--- src/rtl/pc_gen_unit.sv ---
// pc_gen_unit: program-counter generator for the RV32I fetch stage.
//
// Holds the architectural PC and picks the next PC each cycle from trap vector,
// branch/jump redirect, stall (hold) or sequential increment. A small FSM
// (BOOT -> RUN <-> HALT) controls when the PC is presented as valid.
//
// Optional feature macro: PC_MISALIGN_CHK_EN
//   defined   : a redirect whose target has bit1 set is turned into a trap,
//               and misalign_o pulses for one cycle.
//   undefined : no check; misalign_o is tied low.
//
// Ports:
//   clk             core clock, all state on rising edge
//   reset           synchronous active-high reset
//   stall           hold PC (hazard / fetch not ready)
//   redirect_valid  taken branch/jump this cycle
//   redirect_target branch/jump target (bit0 is always cleared)
//   trap_req        take trap this cycle
//   halt_req        enter HALT
//   resume          leave HALT
//   pc_out          current PC presented to fetch
//   pc_plus_inc     pc_out + INC, combinational, wraps mod 2^WIDTH
//   pc_valid        pc_out is a fetchable address
//   epc_out         PC captured at the last trap
//   misalign_o      one-cycle pulse when a misaligned redirect was trapped

module pc_gen_unit #(
  parameter int unsigned      WIDTH        = 32,
  parameter logic [WIDTH-1:0] RESET_VECTOR = '0,
  parameter logic [WIDTH-1:0] TRAP_VECTOR  = WIDTH'(32'h0000_0100),
  parameter int unsigned      INC          = 4
) (
  input  logic             clk,
  input  logic             reset,
  input  logic             stall,
  input  logic             redirect_valid,
  input  logic [WIDTH-1:0] redirect_target,
  input  logic             trap_req,
  input  logic             halt_req,
  input  logic             resume,
  output logic [WIDTH-1:0] pc_out,
  output logic [WIDTH-1:0] pc_plus_inc,
  output logic             pc_valid,
  output logic [WIDTH-1:0] epc_out,
  output logic             misalign_o
);

  typedef enum logic [1:0] {
    StBoot = 2'b00,
    StRun  = 2'b01,
    StHalt = 2'b10
  } state_e;

  state_e           state_q, state_d;
  logic [WIDTH-1:0] pc_q, pc_d;
  logic [WIDTH-1:0] epc_q, epc_d;
  logic             valid_q, valid_d;
  logic             mis_d;

  assign pc_plus_inc = pc_q + WIDTH'(INC);

  always_comb begin
    state_d = state_q;
    pc_d    = pc_q;
    epc_d   = epc_q;
    mis_d   = 1'b0;
    case (state_q)
      // BOOT only spends one cycle so the first valid fetch is RESET_VECTOR.
      StBoot: state_d = StRun;
      StRun: begin
        if (trap_req) begin
          pc_d  = TRAP_VECTOR;
          epc_d = pc_q;
`ifdef PC_MISALIGN_CHK_EN
        end else if (redirect_valid && redirect_target[1]) begin
          pc_d  = TRAP_VECTOR;
          epc_d = pc_q;
          mis_d = 1'b1;
`endif
        end else if (redirect_valid) begin
          pc_d = {redirect_target[WIDTH-1:1], 1'b0};
        end else if (!stall) begin
          pc_d = pc_plus_inc;
        end
        // The PC update above still applies in the cycle halt is requested.
        if (halt_req) begin
          state_d = StHalt;
        end
      end
      StHalt: begin
        if (resume) begin
          state_d = StRun;
        end
      end
      default: state_d = StBoot;
    endcase
    valid_d = (state_d == StRun);
  end

`ifdef PC_MISALIGN_CHK_EN
  logic mis_q;

  always_ff @(posedge clk) begin
    if (reset) begin
      mis_q <= 1'b0;
    end else begin
      mis_q <= mis_d;
    end
  end

  assign misalign_o = mis_q;
`else
  logic unused_mis;
  assign unused_mis = mis_d;
  assign misalign_o = 1'b0;
`endif

  always_ff @(posedge clk) begin
    if (reset) begin
      state_q <= StBoot;
      pc_q    <= RESET_VECTOR;
      epc_q   <= '0;
      valid_q <= 1'b0;
    end else begin
      state_q <= state_d;
      pc_q    <= pc_d;
      epc_q   <= epc_d;
      valid_q <= valid_d;
    end
  end

  assign pc_out   = pc_q;
  assign epc_out  = epc_q;
  assign pc_valid = valid_q;

endmodule

--- config.mk ---
export PLATFORM = sky130hd
export DESIGN_NAME = pc_gen_unit
export DESIGN_NICKNAME = d
export VERILOG_FILES = /design/src/rtl/pc_gen_unit.sv
export SDC_FILE = /design/constraint.sdc
export NUM_CORES = 1
export LEC_CHECK = 0
export ABC_AREA = 1
export CAP_MARGIN = 15
export CORE_UTILIZATION = 49
export DETAILED_ROUTE_END_ITERATION = 8
export DONT_BUFFER_PORTS = 1
export GPL_ROUTABILITY_DRIVEN = 1
export PLACE_DENSITY = 0.7
export SETUP_SLACK_MARGIN = 0.2
export SYNTH_ARGS = -nofsm -noshare
export SYNTH_HDL_FRONTEND = slang
export SYNTH_SLANG_ARGS = --single-unit
export TNS_END_PERCENT = 100
--- constraint.sdc ---
create_clock -name clk -period 1.7 [get_ports clk]
set_input_delay 0.17 -clock clk [delete_from_list [all_inputs] [get_ports clk]]
set_output_delay 0.17 -clock clk [all_outputs]
set_load 0.02 [all_outputs]
Word level (Yosys, flattened, before mapping) --
Index checks and enable logic that the tools add are counted.
Storage, ports and cells: flip-flop bits (word level) 67, output and inout port bits 98, bits of input ports 39, word-level logic and storage cells 18
Operators by class: reduce and logical (&&, ||, !) cells 3, add/sub/neg operators 1, mux-type cells 6, equality and inequality tests 4
Operator list (count):
- 2-to-1 mux 32 bit | 3
- adder 32 x 3 -> 32 bit, second input constant | 1
- case mux 2 bit (3 select lines) | 1
- equality test 2 x 1 -> 1 bit, second input constant | 2
- 2-to-1 mux 2 bit | 2
- AND reduction 2 bit | 2
- inequality test 3 x 1 -> 1 bit, second input constant | 1
- equality test 2 bit, second input constant | 1
- zero test 2 bit | 1

Longest topological paths before layout --
Gate-level depths: netlist (run 1).
word-level depth 4, mapped depth 10, gate-level depth less buffers 10

Worst setup path before layout (run 1) --
OpenSTA, ideal clock, no wires.
path kind reg2reg, start register pc_q[3] (netlist: pc_out[3]), end register pc_q[10] (netlist: pc_out[10]), arrival time 1.722 ns, clock period less this slack 1.792 ns, required time 1.630 ns, setup time 0.070 ns, setup slack -0.092 ns, stages on the path, launching flop included 8, buffers on the path 0, path through dfxtp_1 ha_1 nand2_1 nor2_4 nand2_2 xnor2_1 o21ai_1 a21oi_1
Between the ends: cells in the longest elaborated chain, start to end 4
Ends and longest elaborated chain:
- start: declaration | line 55 | logic [WIDTH-1:0] pc_q, pc_d;
- start signal: assignment | line 126 | pc_q <= pc_d;
- adder 32 x 3 -> 32 bit | line 60 | assign pc_plus_inc = pc_q + WIDTH'(INC);
- net pc_plus_inc[10] | line 42 | output logic [WIDTH-1:0] pc_plus_inc,
- 2-to-1 mux 32 bit | line 82 | end else if (!stall) begin
- 2-to-1 mux 32 bit | line 80 | end else if (redirect_valid) begin
- 2-to-1 mux 32 bit | line 71 | if (trap_req) begin
The timed path passes the listed nets, and every way through them passes these cells. The select of a mux whose other input is x is not followed. A chain may end at the register's enable or synchronous reset.

Worst setup path after layout (run 1) --
start register pc_q[2] (netlist: pc_out[2]), end output port pc_plus_inc[30]
Between the ends: cells in the longest elaborated chain, start to end 1
Ends and longest elaborated chain (line):
- adder 32 x 3 -> 32 bit | 60
- end: declaration | 42
No other way between the ends.

==> flow_summary.ini, run 1 <==
[global_routing]
grt_usage = 0.292
antenna_found_initial = 0
grt_max_degree = 66
grt_pass1_wl_mm = 18.9
grt_pass1_vias = 3816
grt_overflow_total = 0

[clock_network]
htree_levels = 3
root_buffer = clkbuf_8
tritoncts = done
cts_buffers = 9
path_clk_slew_ns = 0.08
clk_latency_ns = 0.36
hold_buffers = 3
cts_sinks = 65
clk_path_buf_depth = 2

[min_path]
hold_path_class = input port to flip-flop
hold_path_depth = 1

[critical_path]
r2r.worst_path.cells = 11
path_class = flip-flop to primary output
crit_arrival_ns = 1.70
crit_fanout = 7
worst_setup_path_end_kind = primary output
crit_required_ns = 1.53
critPathLaunchType = flip-flop

[run_status]
violations = hold timing, setup timing
outcome = finished, violations left

[die]
dieArea_mm2 = 0.00805
coreArea_mm2 = 0.00733
ioPinCount = 137
initial_core_util = 0.514
die_y_um = 89.7
die_x_um = 89.7
rows = 31

[final_layout]
mostFrequentLayoutCells = nand2_1 (119), nor2_1 (70), a21oi_1 (54)
drive_above_1_share = 0.378
synthToLayoutAreaGrowth_pct = 37.2
diodes = 0
final-instance-count-excl-fill = 736
final_common_cell = nand2_1
layout.nets = 672
post-route-util = 0.706
fin_area_mm2 = 0.00517

[sta]
period_share = 1.10
layout_setup_ws_ns = -0.166
hold_ws_ns = -0.115
rsz0062_at_grt = true
slew_violations = 0
fmax_mhz = 536
hold_viol = 62
tns_ns = -2.43
fin_worst_skew_ns = 0.0110
layout_min_cycle_time_ns = 1.87
setup_viol = 24

[yosys]
synthXorXnorAreaFrac = 0.0229
synth_area_per_cell_um2 = 6.54
synthArstFlopShare = 0
synth_fa_ha_area_frac = 0.00332
ys_warn_count = 0
yosys.area_share.simple = 0.417
synth_area_mm2 = 0.00377
muxShareOfSynthArea = 0
synth_cell_type_count = 37
seq_area_frac_synth = 0.345
synth_edf_count = 0
synth_ff_type = dfxtp_1
synth-compound-area-share = 0.128
ys_ff_latch = 65
synthCells = 577
synth_top_family_by_area = simple AND/OR/NAND/NOR gates

[place]
place_congestion = 0.940
dp_hpwl_mm = 8.21
port_buffers = 0
placed_cells = 695
dpl_cell_area_mm2 = 0.00431
place_ws_ns = 0.116

[routing]
ant_nets = 0
vias = 4091
first_iter_violations = 262
wl_per_cell_um = 17.1
first_pass_iters = 7
drc = 0
drt_wl_total_mm = 12.6
viasPerCell = 5.56

[power]
p_per_area_mw_per_mm2 = 699
cellLeakagePower_nw = 2.06
fin_total_pwr_mw = 3.61
ir_worst_vdd_mv = 0.700

[job]
cap_violations = 0
==> kinds of logic (layout without fill, tap and decap cells) <==
| kind of cell | count (synthesis) | in the layout |
|---|---|---|
| buf+inv | 71 | 127 |
| compound gates | 87 | 87 |
| xor+xnor | 9 | 9 |
| simple gates | 343 | 344 |
| fa+ha+maj | 1 | 1 |
| flops | 65 | 65 |
| other cells | 1 | 4 |
==> routing by layer <==
layer	GRT usage	up-vias	routed length, um
met3	0.0888	38	1130
met4	0.109	0	388
met1	0.347	1884	4960
li1	-	1948	-
met2	0.494	221	6110
met5	0	-	0
==> cells in the mapped netlist, types with 2 or more instances <==
library cell | number | area (um^2)
nand2_1 | 163 | 612
nor2_1 | 85 | 319
o21ai_0 | 11 | 55.1
buf_4 | 7 | 52.6
nand2_4 | 2 | 22.5
xor2_1 | 3 | 26.3
nand3_2 | 5 | 50.1
a21oi_2 | 6 | 52.6
nand2_2 | 10 | 62.6
buf_6 | 2 | 22.5
a221oi_1 | 2 | 17.5
inv_1 | 36 | 135
nand3_1 | 54 | 270
xnor2_1 | 5 | 43.8
buf_1 | 3 | 11.3
a21oi_1 | 55 | 275
nor2_8 | 4 | 80.1
o21ai_1 | 10 | 50.1
inv_2 | 2 | 7.51
nor3_1 | 3 | 15.0
clkbuf_1 | 16 | 60.1
nor2_4 | 4 | 45.0
dfxtp_1 | 65 | 1300
nor2_2 | 9 | 56.3
buf_2 | 3 | 15.0
==> power by group <==
group / internal [mW] / leakage (nW) / switching (mW)
registers: 1.57 / 0.537 / 0.0613
logic: 0.251 / 1.43 / 0.407
clock network: 0.676 / 0.0933 / 0.648
total: 2.50 / 2.06 / 1.12
==> flip-flops by register name, indices dropped and copies added, names as in the netlist <==
register  count
epc_out      31
pc_out       31
state_q       2
pc_valid      1
==> critical path, stage by stage, from the launching register on <==
cell     delay (ns)
dfxtp_4        0.38
ha_4           0.15
nand2_4        0.05
nor2_4         0.16
nand2_4        0.14
nor2_4         0.18
nand2_2        0.08
nand2_2        0.10
nand2_4        0.09
==> what timing repair did <==
item	CTS	global route
pin swaps	27	34
endpoints found under the hold margin	65	62
gates resized for setup	42	80
setup endpoints to repair	45	58
cloned	0	1
buffers inserted	10	11
==> cell type report <==
cell class / instances / area, um^2
timing repair buffer: 72 / 677
clock inverter: 5 / 56.3
tap: 99 / 124
clock buffer: 11 / 131
sequential: 65 / 1340
fill: 587 / 2160
inverter: 39 / 150
multi-input combinational: 445 / 2700
==> worst paths after layout <==
path         startpoint         endpoint  slack, ns
max           pc_out[2]  pc_plus_inc[30]      -0.17
max reg2reg   pc_out[2]        pc_out[8]       0.04
min               reset       pc_out[11]      -0.12
min reg2reg  pc_out[24]      epc_out[24]       0.55
Note: power is estimated with default switching activity, not from simulation.
==> run 2, diff against run 1 <==
--- a/config.mk
+++ b/config.mk
@@ -5,7 +5,6 @@
 export SDC_FILE = /design/constraint.sdc
 export NUM_CORES = 1
 export LEC_CHECK = 0
-export ABC_AREA = 1
 export CAP_MARGIN = 15
 export CORE_UTILIZATION = 49
 export DETAILED_ROUTE_END_ITERATION = 8
==> run 2 against run 1 <==
Net effect:
- the flow finishes with violations (setup timing)
- sequential cell count stayed put
- global-route usage is 4.4 points higher
- critical path type is now flip-flop to flip-flop
- hold slack better by 0.12 ns
- register-to-register slack worse by 0.51 ns
- first-iteration DRC count is 15% lower
- combinational power is 19% lower
==> flow_summary.ini, run 2 <==
[run_status]
outcome = finished, violations left
violations = setup timing

[global_routing]
top_usage_layer = met2
grt_pass1_wl_mm = 19.0
antenna_found_initial = 0
grtUsageMet2 = 0.588
grt_pass1_vias = 3601
gr-usage-met3 = 0.0905
grt_max_degree = 43
grt_usage = 0.336
grt_overflow_total = 0
met1_usage = 0.382

[place]
placed_cells = 596
port_buffers = 0
place_congestion = 0.944
dp_hpwl_mm = 8.58

[sta]
fin_worst_skew_ns = 0.00713
layout_setup_ws_ns = -0.469
period_share = 1.28
fmax_mhz = 461
layout_min_cycle_time_ns = 2.17
slew_violations = 0
setup_viol = 32
rsz0062_at_grt = true
hold_viol = 0

[routing]
viasPerCell = 5.81
vias = 3865
ant_nets = 0
first_pass_iters = 4
drt_wl_total_mm = 13.3
wl_per_cell_um = 19.9
first_iter_violations = 223
drc = 0

[final_layout]
drive_above_1_share = 0.473
layout.nets = 605
final-instance-count-excl-fill = 665
nFillCells = 425
mostFrequentLayoutCells = buf_4 (104), nand2_1 (86), dfxtp_1 (41)
post-route-util = 0.824
final_common_cell = buf_4
diodes = 0
synthToLayoutAreaGrowth_pct = 62.0

[clock_network]
root_buffer = clkbuf_8
clk_path_buf_depth = 2
cts_sinks = 65
path_clk_slew_ns = 0.07
clk_latency_ns = 0.34
tritoncts = done
htree_levels = 3
cts_buffers = 9

[power]
cellLeakagePower_nw = 2.42
internal-power_mw = 2.55
comb_power_share = 0.154
p_per_area_mw_per_mm2 = 620
clkPwrFrac = 0.392
fin_total_pwr_mw = 3.49
ir_worst_vdd_mv = 0.540
power.switching_uw = 943
seqPwrFrac = 0.455
netSwitchingFraction = 0.270

[yosys]
synth_edf_count = 0
synth_area_per_cell_um2 = 7.79
ys_warn_count = 0
yosys.area.top_type = dfxtp_1
yosys-top-cells-count = nand2_1 (93), dfxtp_1 (65), a21oi_1 (42), clkbuf_1 (24), nor2_1 (21)
yosysMostFrequentCell = nand2_1
netlist.area_leader.share = 0.374
yosys-top-cells-area = dfxtp_1 (37%), nand2_1 (10%), a21oi_1 (6.0%), xnor2_1 (5.0%), clkbuf_8 (3.2%)
synthArstFlopShare = 0
synthCells = 446
ys_ff_latch = 65
synth_area_mm2 = 0.00348
synth_ff_type = dfxtp_1
seq_area_frac_synth = 0.374
synth_cell_type_count = 57

[critical_path]
crit_required_ns = 1.98
crit_chain = nand4_1 -> buf_4 -> or4_4 -> buf_4 -> buf_6 -> buf_6 -> or4_4 -> nand3_2
critPathLaunchType = flip-flop
crit_slowest_cell = or4_4
worst_setup_path_end_kind = flip-flop
path_delay_family = simple AND/OR/NAND/NOR gates
path_class = flip-flop to flip-flop
crit_buf_inv = 4
crit_arrival_ns = 2.45
cp_slowest_stage_delay_ns = 0.48
crit_fanout = 4

[job]
cap_violations = 0

[die]
rows = 30
die_x_um = 86.2
dieArea_mm2 = 0.00743
coreArea_mm2 = 0.00683
initial_core_util = 0.509
die_y_um = 86.2
ioPinCount = 137

[min_path]
hold_path_class = input port to flip-flop
run 2: path summary, 6_finish.rpt:
kind	slack, ns	from	end	cells past startpoint
hold / removal	0.005	redirect_target[1]	pc_out[1]	2
hold reg to reg	0.56	epc_out[5]	epc_out[5]	2
setup / recovery	-0.47	pc_out[8]	pc_out[19]	8
setup reg to reg	-0.47	pc_out[8]	pc_out[19]	8
run 2: what timing repair did:
item | 4_1_cts | 5_1_grt
endpoints found under the hold margin | 54 | 0
pin swaps | 40 | 32
hold buffers | 14 | 0
resized for setup | 88 | 52
setup endpoints to repair | 54 | 69
cloned | 1 | 1
setup buffers | 27 | 11
run 2: power by group through the flow:
stage | registers, mW | logic [mW] | clock network (mW)
after floorplan | 1.65 | 0.282 | 0
after global placement | 1.62 | 0.403 | 0
after detailed placement | 1.62 | 0.406 | 0
after CTS | 1.59 | 0.492 | 1.38
after global routing | 1.59 | 0.564 | 1.44
final | 1.59 | 0.537 | 1.37
run 2: area by class of cell:
| type | instances | area [um^2] | area share |
|---|---|---|---|
| timing repair buffer | 152 | 1360 | 0.242 |
| tap | 96 | 120 | 0.0213 |
| clock buffer | 14 | 205 | 0.0364 |
| sequential | 65 | 1360 | 0.242 |
| multi-input combinational | 329 | 2540 | 0.452 |
| inverter | 8 | 32.5 | 0.00578 |
| clock inverter | 1 | 5.00 | 0.000889 |
run 2: cell families (layout without fill, tap and decap cells):
group / Yosys count / count (layout) / share of synthesized area
other: 1 / 4 / 0.00108
xor gates and xnor gates: 28 / 28 / 0.0706
buffers and inverters: 55 / 175 / 0.0932
DFF: 65 / 65 / 0.374
and+or+nand+nor: 187 / 187 / 0.255
adders and majority gates: 1 / 1 / 0.00360
AOI/OAI and AO/OA: 107 / 107 / 0.197
muxes: 2 / 2 / 0.00576
run 2: worst register-to-register path: cells and delay by family, from the launching register on:
kind,cells,cell delay (ns)
and+or+nand+nor,4,1.18
buffers and inverters,4,0.58
DFF,1,0.36
run 2: per-layer routing:
metal / up-vias / part of all wire / wire length [um]
met3: 50 / 0.073 / 966
met4: 0 / 0.050 / 664
met2: 203 / 0.51 / 6770
li1: 1788 / - / -
met1: 1824 / 0.37 / 4860
met5: - / 0 / 0
run 2: stage by stage:
step	setup TNS [ns]	setup slack [ns]	hold WS [ns]	area, um^2
floorplan	-1.47	-0.135	0.286	3880
global placement	-0.100	-0.0258	0.238	4360
detailed placement	-0.446	-0.104	0.241	4360
CTS	-5.93	-0.374	0.00361	5300
global route	-10.83	-0.511	0.0115	5630
finish	-8.42	-0.469	0.00485	5630
==> run 3, diff against run 2 <==
--- a/config.mk
+++ b/config.mk
@@ -11,6 +11,7 @@
 export DONT_BUFFER_PORTS = 1
 export GPL_ROUTABILITY_DRIVEN = 1
 export PLACE_DENSITY = 0.7
+export RECOVER_POWER = 25
 export SETUP_SLACK_MARGIN = 0.2
 export SYNTH_ARGS = -nofsm -noshare
 export SYNTH_HDL_FRONTEND = slang
==> results of run 3 <==
Final layout, timing and power as in run 2 (identical DEF).
==> patch 1: new RTL, config.mk and constraints of run 2 <==
Change the parameter `WIDTH` from 32 to 16.
--- a/src/rtl/pc_gen_unit.sv
+++ b/src/rtl/pc_gen_unit.sv
@@ -26,5 +26,5 @@
 
 module pc_gen_unit #(
-  parameter int unsigned      WIDTH        = 32,
+  parameter int unsigned      WIDTH        = 16,
   parameter logic [WIDTH-1:0] RESET_VECTOR = '0,
   parameter logic [WIDTH-1:0] TRAP_VECTOR  = WIDTH'(32'h0000_0100),
Ports: changed (resized epc_out, pc_out, pc_plus_inc and redirect_target); port bits go from 137 to 73. The function was not compared with the original's and may differ.
==> patch 1 against run 2 <==
- the flow still finishes with violations (setup timing)
- cell count decreased by 53%
- synthesized area is 46% lower
- synthesized cell count shrank 48%
- cell area fell by 54%
- power fell by 44%
- die area decreased by 45%
- register-to-register slack gained 550 ps
- worst setup slack improved by 390 ps
- via count fell by 52%
- sequential cell count is 32 lower
- maximum frequency increased by 22%
- routed wire length fell by 57%
- hold slack improved by 35 ps
==> patch 1: results (changes against run 2) <==
* Post-CTS Setup Bufs at 16 (was 27)
* Cts-stage hold buffer count at 1 (was 14)
* Termination of the worst setup path: pc_plus_inc[12] (was pc_out[19]$_SDFFE_PP0P_)
* GRT met3 Usage at 0.08514 (was 0.09048)
* Setup violation total in the final timing report at 5 (was 32)
* Run status: finished, violations left (unchanged)
* Slowest stage delay, CP at 380 ps (was 480 ps)
* R2R setup slack at 80 ps (was -470 ps)
* 1st-pass router iterations at 5 (was 4)
* Total routing usage reported by global routing at 0.2785 (was 0.3361)
* Drt initial violations at 110 (was 223)
* Setup Slack @ Placement at 149.6 ps (was -104.3 ps)
* Cells resized by post-CTS repair at 24 (was 88)
* Number of different library cells in the post-synthesis netlist at 55 (was 57)
* R2r worst-path depth at 7 (was 8)
* Violated checks: setup timing (unchanged)
* Clock latency on the worst-skew pair at 290 ps (was 340 ps)
* Routability Congestion at 0.8344 (was 0.9437)
* Detailed-placement wirelength estimate at 3473 µm (was 8578 µm)
* Crit path max-delay cell type: sky130_fd_sc_hd__dfxtp_4 (was sky130_fd_sc_hd__or4_4)
* Pin count of the biggest net entering global routing at 27 (was 43)
* Number of global-route vias before repair at 1693 (was 3601)
* Slack of the critical path at -78.27 ps (was -468.8 ps)
* Via density per instance at 5.927 (was 5.812)
* Summed negative setup slack over all endpoints at -183.4 ps (was -8421 ps)
* CTS H-Tree Depth at 2 (was 3)
* Fraction of the yosys area taken by sequential cells at 0.3539 (was 0.3744)
* Most common library cells after synthesis: sky130_fd_sc_hd__nand2_1, sky130_fd_sc_hd__dfxtp_1, sky130_fd_sc_hd__a21oi_1 (unchanged)
* Met3 wire len at 493 µm (was 966 µm)
* Met1 Resource Use GR at 0.3404 (was 0.3825)
* Worst slack on hold paths at 40.17 ps (was 4.847 ps)
* Startpoint of the worst setup timing path: pc_out[2]$_SDFFE_PP0P_ (was pc_out[8]$_SDFFE_PP0P_)
* Top area cells in the synthesized netlist: sky130_fd_sc_hd__dfxtp_1, sky130_fd_sc_hd__nand2_1, sky130_fd_sc_hd__a21oi_1, sky130_fd_sc_hd__buf_4, sky130_fd_sc_hd__xnor2_1 (was sky130_fd_sc_hd__dfxtp_1, sky130_fd_sc_hd__nand2_1, sky130_fd_sc_hd__a21oi_1, sky130_fd_sc_hd__xnor2_1, sky130_fd_sc_hd__clkbuf_8)
* Max IR drop VDD at 0.0005291 V (was 0.0005397 V)
* # placed instances at 284 (was 596)
* Drt wl/cell at 18.09 µm (was 19.94 µm)
* Reg-to-reg startpoint: pc_out[3]$_SDFFE_PP0P_ (was pc_out[8]$_SDFFE_PP0P_)
-- patch 1: area by class of cell --
type	instances	area, µm²
clock buffers	6	93.84
clock inverters	2	35.03
fillers	274	1072
inverters	11	41.29
multi-input cells	170	1304
flip-flops and latches	33	688.2
well taps	48	60.06
repair buffers	45	366.6
-- patch 1: kinds of logic (layout without fill, tap and decap cells) --
kind of cell,Yosys count,in the layout,synth area share
other,1,4,0.002009
adder cells (fa/ha/maj),1,1,0.006701
XOR/XNOR,11,11,0.05161
buffers and inverters,33,64,0.09718
AND/OR/NAND/NOR,90,90,0.2520
AO/OA/AOI/OAI,63,63,0.2312
multiplexers,1,1,0.005362
flip-flops,33,33,0.3539
-- patch 1: power by group --
group / leakage [µW] / switching, µW / internal (µW)
sequential: 0.000274 / 36.8 / 794
clock: 0.0000663 / 304 / 523
combinational: 0.000619 / 177 / 108
==> patch 2: new RTL, flow settings as in run 2 <==
Made on the original files. Encoding of `state_e`: now one-hot (3 bits for 3 states).
--- a/src/rtl/pc_gen_unit.sv
+++ b/src/rtl/pc_gen_unit.sv
@@ -46,8 +46,8 @@
 );
 
-  typedef enum logic [1:0] {
-    StBoot = 2'b00,
-    StRun  = 2'b01,
-    StHalt = 2'b10
+  typedef enum logic [2:0] {
+    StBoot = 3'b001,
+    StRun  = 3'b010,
+    StHalt = 3'b100
   } state_e;
 
Function: no difference found for any inputs over 10 cycles, from zero or initial values and one cycle with reset high; not proved beyond that.
==> patch 2 against run 2 <==
- the run still ends with setup timing left
- clock power rose by 15%
- sequential cell count rose by 1
- power rose by 4.7%
- synthesized area fell by 0.72%
- hold slack improved by 16 ps
- worst setup slack got worse by 250 ps
- routed wire length rose by 26%
- cell area rose by 9.8%
- highest routed layer unchanged
==> patch 2: results (changes against run 2) <==
* Run status: finished, violations left (unchanged)
* Violated checks: setup timing (unchanged)
* Number of different library cells in the post-synthesis netlist at 53 (was 57)
* Met1 Resource Use GR at 0.3604 (was 0.3825)
* Detailed-route wire length at 16740 µm (was 13260 µm)
* Total routing usage reported by global routing at 0.3380 (was 0.3361)
* Maximum clock skew at final layout at 27.92 ps (was 7.132 ps)
* Leakage component of the power at 0.002561 µW (was 0.002419 µW)
* Global-route wire length before repair at 19000 µm (was 18950 µm)
* Port buffer count at 0 (unchanged)
* Family of cells with the greatest summed delay on the critical path: simple AND/OR/NAND/NOR gates (unchanged)
* Crit path max-delay cell type: sky130_fd_sc_hd__nand4_1 (was sky130_fd_sc_hd__or4_4)
* Detailed-placement wirelength estimate at 7774 µm (was 8578 µm)
* Setup Slack @ Placement at -23.28 ps (was -104.3 ps)
* Top fanout value on the critical path at 5 (was 4)
* Post-CTS clock slew at the launch and capture registers of the worst setup and hold paths at 100 ps (was 70 ps)
* Drt initial violations at 380 (was 223)
* Synth Area in Compound Gates at 0.2005 (was 0.1965)
* Max IR drop VDD at 0.0006412 V (was 0.0005397 V)
* Area share of xor/xnor cells in the synthesized design at 0.07360 (was 0.07055)
* Class of the tightest hold or removal check: primary input to flip-flop (unchanged)
* Slowest stage delay, CP at 410 ps (was 480 ps)
* Fraction of the mapped netlist area in adder cells at 0.003626 (was 0.003600)
* GRT met3 Usage at 0.1030 (was 0.09048)
* # placed instances at 584 (was 596)
* Clock latency on the worst-skew pair at 380 ps (was 340 ps)
* Number of global-route vias before repair at 3804 (was 3601)
* Pin count of the biggest net entering global routing at 49 (was 43)
* Antenna Diode Count at 0 (unchanged)
* Top area cells in the synthesized netlist: sky130_fd_sc_hd__dfxtp_1, sky130_fd_sc_hd__nand2_1, sky130_fd_sc_hd__a21oi_1, sky130_fd_sc_hd__xnor2_1, sky130_fd_sc_hd__o21ai_0 (was sky130_fd_sc_hd__dfxtp_1, sky130_fd_sc_hd__nand2_1, sky130_fd_sc_hd__a21oi_1, sky130_fd_sc_hd__xnor2_1, sky130_fd_sc_hd__clkbuf_8)
* Via count at 4434 (was 3865)
* Slack of the critical path at -714.3 ps (was -468.8 ps)
* Critical path data arrival time at 2240 ps (was 2450 ps)
* Routability Congestion at 0.8911 (was 0.9437)
* Drt wl/cell at 24.69 µm (was 19.94 µm)
* Placed cell area at 0.004501 mm² (was 0.004355 mm²)
* Most common library cells after synthesis: sky130_fd_sc_hd__nand2_1, sky130_fd_sc_hd__dfxtp_1, sky130_fd_sc_hd__a21oi_1 (unchanged)
* Fraction of the yosys area taken by sequential cells at 0.3829 (was 0.3744)
* Dominant synthesized flop cell: sky130_fd_sc_hd__dfxtp_1 (unchanged)
* Average cell area after synthesis at 7.737 µm² (was 7.793 µm²)
* Setup violation total in the final timing report at 39 (was 32)
* Proportion of synthesized area in mux cells at 0.008702 (was 0.005760)
* Ratio of cells with drive above 1 in the final layout at 0.5172 (was 0.4728)
* Count of nets after finishing at 618 (was 605)
* Global-route met2 utilization at 0.6198 (was 0.5880)
* 1st-pass router iterations at 7 (was 4)
[patch 2: cell count changes after synthesis, moves of 5 or more]
cell,run 2,this run
sky130_fd_sc_hd__buf_2,4,11
sky130_fd_sc_hd__o21ai_0,17,22
sky130_fd_sc_hd__nand3_1,18,9
sky130_fd_sc_hd__nand2_1,93,98
sky130_fd_sc_hd__clkbuf_8,8,0
sky130_fd_sc_hd__a21o_1,6,1
[patch 2: layer usage]
layer  routed length (µm)  up-vias
met5                    0        -
li1                     -     1841
met4                 1195        0
met1                 5428     2107
met2                 8361      364
met3                 1751      122
[patch 2: cells by family (layout without fill, tap and decap cells)]
| kind of cell | count (synthesis) | count (layout) |
|---|---|---|
| AND/OR/NAND/NOR | 189 | 191 |
| AO/OA/AOI/OAI | 112 | 112 |
| flip-flops | 66 | 66 |
| buffers and inverters | 45 | 176 |
| XOR/XNOR | 29 | 29 |
| multiplexers | 3 | 3 |
| adder cells (fa/ha/maj) | 1 | 1 |
| other | 1 | 4 |
[patch 2: final timing paths]
| kind | depth (start not counted) | slack (ps) | end | from |
|---|---|---|---|---|
| setup / recovery | 6 | -710 | pc_plus_inc[19] | pc_out[13]$_SDFFE_PP0P_ |
| hold / removal | 2 | 20 | pc_out[30]$_SDFFE_PP0P_ | redirect_target[30] |
| setup reg to reg | 6 | -220 | pc_out[19]$_SDFFE_PP0P_ | pc_out[13]$_SDFFE_PP0P_ |
| hold reg to reg | 2 | 560 | epc_out[22]$_SDFFE_PP0P_ | epc_out[22]$_SDFFE_PP0P_ |
[patch 2: area by class of cell]
type	count	area, µm²
repair buffers	156	1516
inverters	5	18.77
clock buffers	12	187.7
well taps	96	120.1
flip-flops and latches	66	1398
clock inverters	3	41.29
fillers	266	610.6
multi-input cells	340	2902
[patch 2: what timing repair did]
action / 4_1_cts / 5_1_grt
hold buffers: 15 / 1
endpoints found under the hold margin: 61 / 1
setup buffers: 28 / 33
endpoints found under the setup margin: 87 / 87
resized for setup: 83 / 86
cloned: 2 / 0
pin swaps: 52 / 63
[patch 2: power breakdown]
part	internal (µW)	total [µW]	leakage, µW	switching (µW)
combinational	216	480	0.00189	264
clock	887	1580	0.000119	688
sequential	1560	1600	0.000551	46.0
[patch 2: metrics by stage]
step                TNS [ps]  power [µW]
global route          -13740        3754
floorplan             -331.1        1878
finish                -10790        3656
detailed placement    -42.16        1918
global placement     -0.4499        1912
CTS                    -5758        3524
